## config.mk

```make
export PLATFORM = sky130hd
export DESIGN_NAME = dmem_bridge
export DESIGN_NICKNAME = d
export VERILOG_FILES = /design/src/rtl/dmem_bridge.sv
export SDC_FILE = /design/constraint.sdc
export NUM_CORES = 1
export LEC_CHECK = 0
export ABC_AREA = 0
export CORE_ASPECT_RATIO = 0.9
export CORE_MARGIN = 5
export CORE_UTILIZATION = 23
export DETAILED_ROUTE_END_ITERATION = 10
export SLEW_MARGIN = 5
export SYNTH_ARGS = -nofsm -noshare
export SYNTH_HDL_FRONTEND = slang
export SYNTH_SLANG_ARGS = --single-unit
```

## constraint.sdc

```tcl
create_clock -name clk -period 3.2 [get_ports clk]
set_input_delay 0.48 -clock clk [delete_from_list [all_inputs] [get_ports clk]]
set_output_delay 0.48 -clock clk [all_outputs]
set_load 0.03 [all_outputs]
```

## src/rtl/dmem_bridge.sv

```systemverilog
// dmem_bridge: MEM-stage data access responder. Launches one bus transaction
// per access through an addr/data handshake, stalls the pipeline meanwhile,
// and returns read data on dcache_data_o. Flushes cancel cleanly.
module dmem_bridge (
  input  logic        clk,
  input  logic        rst,
  input  logic        mem_ce_i,
  input  logic [3:0]  mem_we_i,
  input  logic [31:0] mem_addr_i,
  input  logic [31:0] mem_data_i,
  input  logic [2:0]  r_size_i,
  input  logic        clear_i,
  input  logic        pipe_stall_i,
  output logic [31:0] dcache_data_o,
  output logic        stall_o,
  output logic        data_req,
  output logic        data_wr,
  output logic [1:0]  data_size,
  output logic [31:0] data_addr,
  output logic [31:0] data_wdata,
  output logic [3:0]  data_wstrb,
  input  logic        data_addr_ok,
  input  logic        data_data_ok,
  input  logic [31:0] data_rdata
);

  typedef enum logic [1:0] {IDLE, REQ, WAIT, DONE} state_e;

  state_e      state_q, state_d;
  logic        cancel_q, cancel_d;
  logic        wr_q;
  logic [1:0]  size_q;
  logic [31:0] addr_q;
  logic [31:0] wdata_q;
  logic [3:0]  wstrb_q;
  logic [31:0] rdata_q;

  logic        access;
  logic        launch;
  logic        is_wr;
  logic [1:0]  req_size;
  logic [31:0] req_addr;
  logic        cancel_now;

  // Request decode: write wins over read; word accesses are word-aligned
  always_comb begin
    access   = (mem_ce_i | (|mem_we_i)) & ~clear_i;
    launch   = (state_q == IDLE) & access;
    is_wr    = |mem_we_i;
    req_addr = mem_addr_i;
    req_size = 2'b10;
    if (is_wr) begin
      unique case (mem_we_i)
        4'b0001, 4'b0010, 4'b0100, 4'b1000: req_size = 2'b00;
        4'b0011, 4'b1100:                   req_size = 2'b01;
        default:                            req_size = 2'b10;
      endcase
    end else begin
      req_size = r_size_i[1:0];
    end
    if (req_size == 2'b10) req_addr[1:0] = 2'b00;
    // A flush arriving in the data_ok cycle itself also discards the result
    cancel_now = cancel_q | clear_i;
  end

  // State register
  always_ff @(posedge clk or negedge rst) begin
    if (!rst) state_q <= IDLE;
    else      state_q <= state_d;
  end

  // Next-state and cancel-flag logic
  always_comb begin
    state_d  = state_q;
    cancel_d = cancel_q;
    unique case (state_q)
      IDLE: if (launch) state_d = REQ;
      REQ: begin
        if (clear_i)      cancel_d = 1'b1;
        if (data_addr_ok) state_d  = WAIT;
      end
      WAIT: begin
        if (clear_i) cancel_d = 1'b1;
        if (data_data_ok) begin
          cancel_d = 1'b0;
          state_d  = cancel_now ? IDLE : DONE;
        end
      end
      DONE: if (!pipe_stall_i) state_d = IDLE;
      default: state_d = IDLE;
    endcase
  end

  // Request field latch, cancel flag and returned read data
  always_ff @(posedge clk or negedge rst) begin
    if (!rst) begin
      cancel_q <= 1'b0;
      wr_q     <= 1'b0;
      size_q   <= '0;
      addr_q   <= '0;
      wdata_q  <= '0;
      wstrb_q  <= '0;
      rdata_q  <= '0;
    end else begin
      cancel_q <= cancel_d;
      if (launch) begin
        wr_q    <= is_wr;
        size_q  <= req_size;
        addr_q  <= req_addr;
        wdata_q <= mem_data_i;
        wstrb_q <= is_wr ? mem_we_i : 4'b0000;
      end
      if (state_q == WAIT && data_data_ok && !wr_q && !cancel_now)
        rdata_q <= data_rdata;
    end
  end

  // Outputs
  always_comb begin
    data_req      = (state_q == REQ);
    data_wr       = wr_q;
    data_size     = size_q;
    data_addr     = addr_q;
    data_wdata    = wdata_q;
    data_wstrb    = wstrb_q;
    dcache_data_o = rdata_q;
    stall_o       = launch | (state_q == REQ) | (state_q == WAIT);
  end

endmodule
```

==> flow_summary_export.csv <==
group,metric,value,unit
sta,finalSetupTns,0,ps
detailed_routing,antenna_left,0,
sta,rsz0062_at_grt,"no",
synthesis,yosysUniqueCellTypes,31,
pwr,clock_power_share,0.158,
synthesis,ys_warn_count,0,
placed_design,dp.cells,708,
synthesis,syn_nets,378,
hold_path,min_path_type,"in -> async",
final_layout,drive_gt1_frac,0.1632,
sta,slew_headroom,0.5412,
pwr,seq_power_share,0.327,
sta,fmax,345.6,MHz
grt,antenna_found_initial,0,
sta,setup_violations,0,
placed_design,place_ws,299.6,ps
synthesis,avgSynthCellArea,15.88,µm²
cts,tritoncts,"done",
sta,whs,160.2,ps
worst_setup_path,crit_arrival,2410,ps
pwr,p_comb_frac,0.516,
sta,setup_slack,306.5,ps
placed_design,io_buffers,213,
worst_setup_path,critPathRequiredTime,2720,ps
final_layout,fin_cells,724,
detailed_routing,drc_errors,0,
die,core,17730,µm²
pwr,p_sw,2.715,mW
sta,finalMaxSlewViolations,0,
pwr,sw_frac_of_total,0.3948,
outcome,status,"complete, no violations",
cts,clock-sinks,106,
worst_setup_path,r2r_start,"state_q[1]$_DFFE_PN0P_",
pwr,peakVddDrop,448.7,µV
die,floorplan.initialDensity,0.2355,
grt,grt_usage,0.1069,
sta,min_period,2893,ps
worst_setup_path,slowest_delay,600,ps
final_layout,antenna_cells,0,
worst_setup_path,timing.rr.end,"data_wdata[11]$_DFFE_PN0P_",
detailed_routing,drt_iter0_markers,77,
sta,fin_crit_sh,0.9042,
synthesis,seq_area_frac_synth,0.6353,
cts,ctsLongestPathBuffers,2,
grt,grt_max_degree,75,
final_layout,fin_nets,594,
worst_setup_path,slowest_stage,"or4_4",
detailed_routing,via_per_inst,4.069,
synthesis,netlist_area,4175,µm²
detailed_routing,drtPass1Iterations,3,
die,fp-row-count,46,
pwr,p_int,4.161,mW
worst_setup_path,rrSetupSlack,1170,ps
worst_setup_path,crit_chain,"clkdlybuf4s50_1 > or4_4 > o21ai_4 > nand2_1 > clkdlybuf4s50_1",
worst_setup_path,r2r_cells,6,
cts,ctsHoldBuffers,0,
cts,cts_setup_buffers,0,
sta,hold_viol,0,
grt,grt_pass1_wl,17630,µm
placed_design,place_hpwl,8538,µm
cts,cts_made_buffers,9,
cts,clock_latency,340,ps
grt,grt_pass1_vias,3320,
worst_setup_path,crit_top_cell,"clkdlybuf4s50_1",
die,die_w,152.0,µm
run,max_cap_violations,0,
cts,ctsResizeCount,0,
worst_setup_path,worstSetupPathType,"in -> out",
placed_design,place_congestion,0.7943,
cts,cts_root_buf,"clkbuf_16",
detailed_routing,routed_wirelength,11100,µm
detailed_routing,vias,2946,
synthesis,syn_inst,263,
detailed_routing,wl_per_cell,15.32,µm
sta,tightest_slew,688.2,ps
cts,clk_pin_slew,70,ps
pwr,cellPowerDensity,1004,nW/µm²
synthesis,ys_ff_latch,106,
die,dieArea,20950,µm²
worst_setup_path,critPathCaptureType,"output pin",
pwr,power_leakage,2.906,nW
cts,h-tree-depth,3,
worst_setup_path,path_max_fanout,5,
die,io_pins,215,
final_layout,area_growth,64.10,%
sta,worst_clock_skew,5.032,ps
worst_setup_path,startpoint_type,"primary input",
die,die_h,137.8,µm
grt,grt_overflow,0,
==> cell usage after synthesis (all sizes together) <==
master | count | share of area
and2 | 1 | 0.0015
nor2 | 6 | 0.0054
mux2 | 98 | 0.26
a31oi | 1 | 0.0015
o21ai | 3 | 0.0045
o31ai | 2 | 0.0036
nand4b | 1 | 0.0021
nor4 | 1 | 0.0015
and3 | 1 | 0.0015
a22o | 1 | 0.0021
nand2 | 7 | 0.0063
buf | 8 | 0.023
or4 | 1 | 0.0027
o21a | 1 | 0.0018
dfrtp | 106 | 0.64
mux2i | 1 | 0.0024
a21oi | 3 | 0.0036
o22ai | 1 | 0.0015
nand2b | 2 | 0.0030
clkbuf | 3 | 0.0027
o2bb2ai | 1 | 0.0021
ha | 5 | 0.015
nand3 | 1 | 0.0012
inv | 4 | 0.0036
nor2b | 1 | 0.0015
a221oi | 2 | 0.0042
a22oi | 1 | 0.0018
==> cell families (layout without fill, tap and decap cells) <==
family,after synthesis,after routing,share of synthesized area
AO/OA/AOI/OAI,16,16,0.02667
flip-flops,106,106,0.6353
buffers and inverters,15,236,0.02967
AND/OR/NAND/NOR,22,22,0.02667
adder cells (fa/ha/maj),5,5,0.01498
multiplexers,99,99,0.2667
==> critical path, delay by kind of cell <==
kind,cells,cell delay (ps)
AND/OR/NAND/NOR,2,670
AO/OA/AOI/OAI,1,180
buffers and inverters,2,1070
==> routing by layer <==
metal | track usage | vias up | wire length (µm)
li1 | - | 1357 | -
met4 | 0.04094 | 0 | 165
met5 | 0 | - | 0
met3 | 0.06690 | 11 | 1391
met2 | 0.1750 | 150 | 5189
met1 | 0.1124 | 1428 | 4348
==> area by class of cell <==
type / instances / area (µm²)
sequential: 106 / 2653
clock inverter: 4 / 33.78
tap: 240 / 300.3
fill: 1721 / 10880
clock buffer: 12 / 266.5
inverter: 4 / 15.01
timing repair buffer: 216 / 2177
multi-input combinational: 142 / 1406
==> worst max path at each step <==
stage / cells past startpoint / end / start / slack (ps)
finish: 5 / stall_o / mem_we_i[0] / 310
global route: 5 / stall_o / mem_we_i[0] / 260
global placement: 5 / stall_o / mem_we_i[0] / 300
detailed placement: 5 / stall_o / mem_we_i[0] / 300
floorplan: 5 / stall_o / mem_we_i[0] / 1040
CTS: 5 / stall_o / mem_we_i[0] / 300
==> through the flow <==
stage,util,total power [mW],instance area (µm²)
6_report,0.3865,6.876,6852
5_1_grt,0.3865,7.274,6852
4_1_cts,0.3865,7.013,6852
3_5_place_dp,0.3696,5.880,6551
3_3_place_gp,0.3696,5.806,6551
2_1_floorplan,-,4.279,4175
==> cell usage in the layout (no fill, tap or decap), types with 2 or more instances in the layout <==
master / synthesis / routed
nor2_1: 6 / 6
buf_4: 2 / 2
a21oi_1: 3 / 3
clkbuf_8: 0 / 3
o21ai_0: 2 / 2
o31ai_1: 2 / 2
clkbuf_16: 0 / 9
buf_12: 0 / 2
dfrtp_1: 106 / 106
mux2_1: 41 / 41
inv_1: 4 / 4
clkinv_4: 0 / 2
clkdlybuf4s50_1: 0 / 212
nand2_1: 7 / 7
ha_1: 5 / 5
mux2_2: 57 / 57
a221oi_1: 2 / 2
nand2b_1: 2 / 2
==> power by group through the flow <==
stage / logic (mW) / registers [mW] / clock network [mW]
after floorplan: 0.859 / 3.42 / 0
after global placement: 3.56 / 2.24 / 0
after detailed placement: 3.60 / 2.28 / 0
after CTS: 3.61 / 2.26 / 1.15
after global routing: 3.74 / 2.33 / 1.21
final: 3.55 / 2.25 / 1.08
==> sequential cells by signal (all words and copies together) (netlist names) <==
signal,cells
data_addr,32
data_wstrb,4
dcache_data_o,32
data_size,2
data_wr,1
state_q,2
cancel_q,1
data_wdata,32
Power figures use the tool's default switching activity.
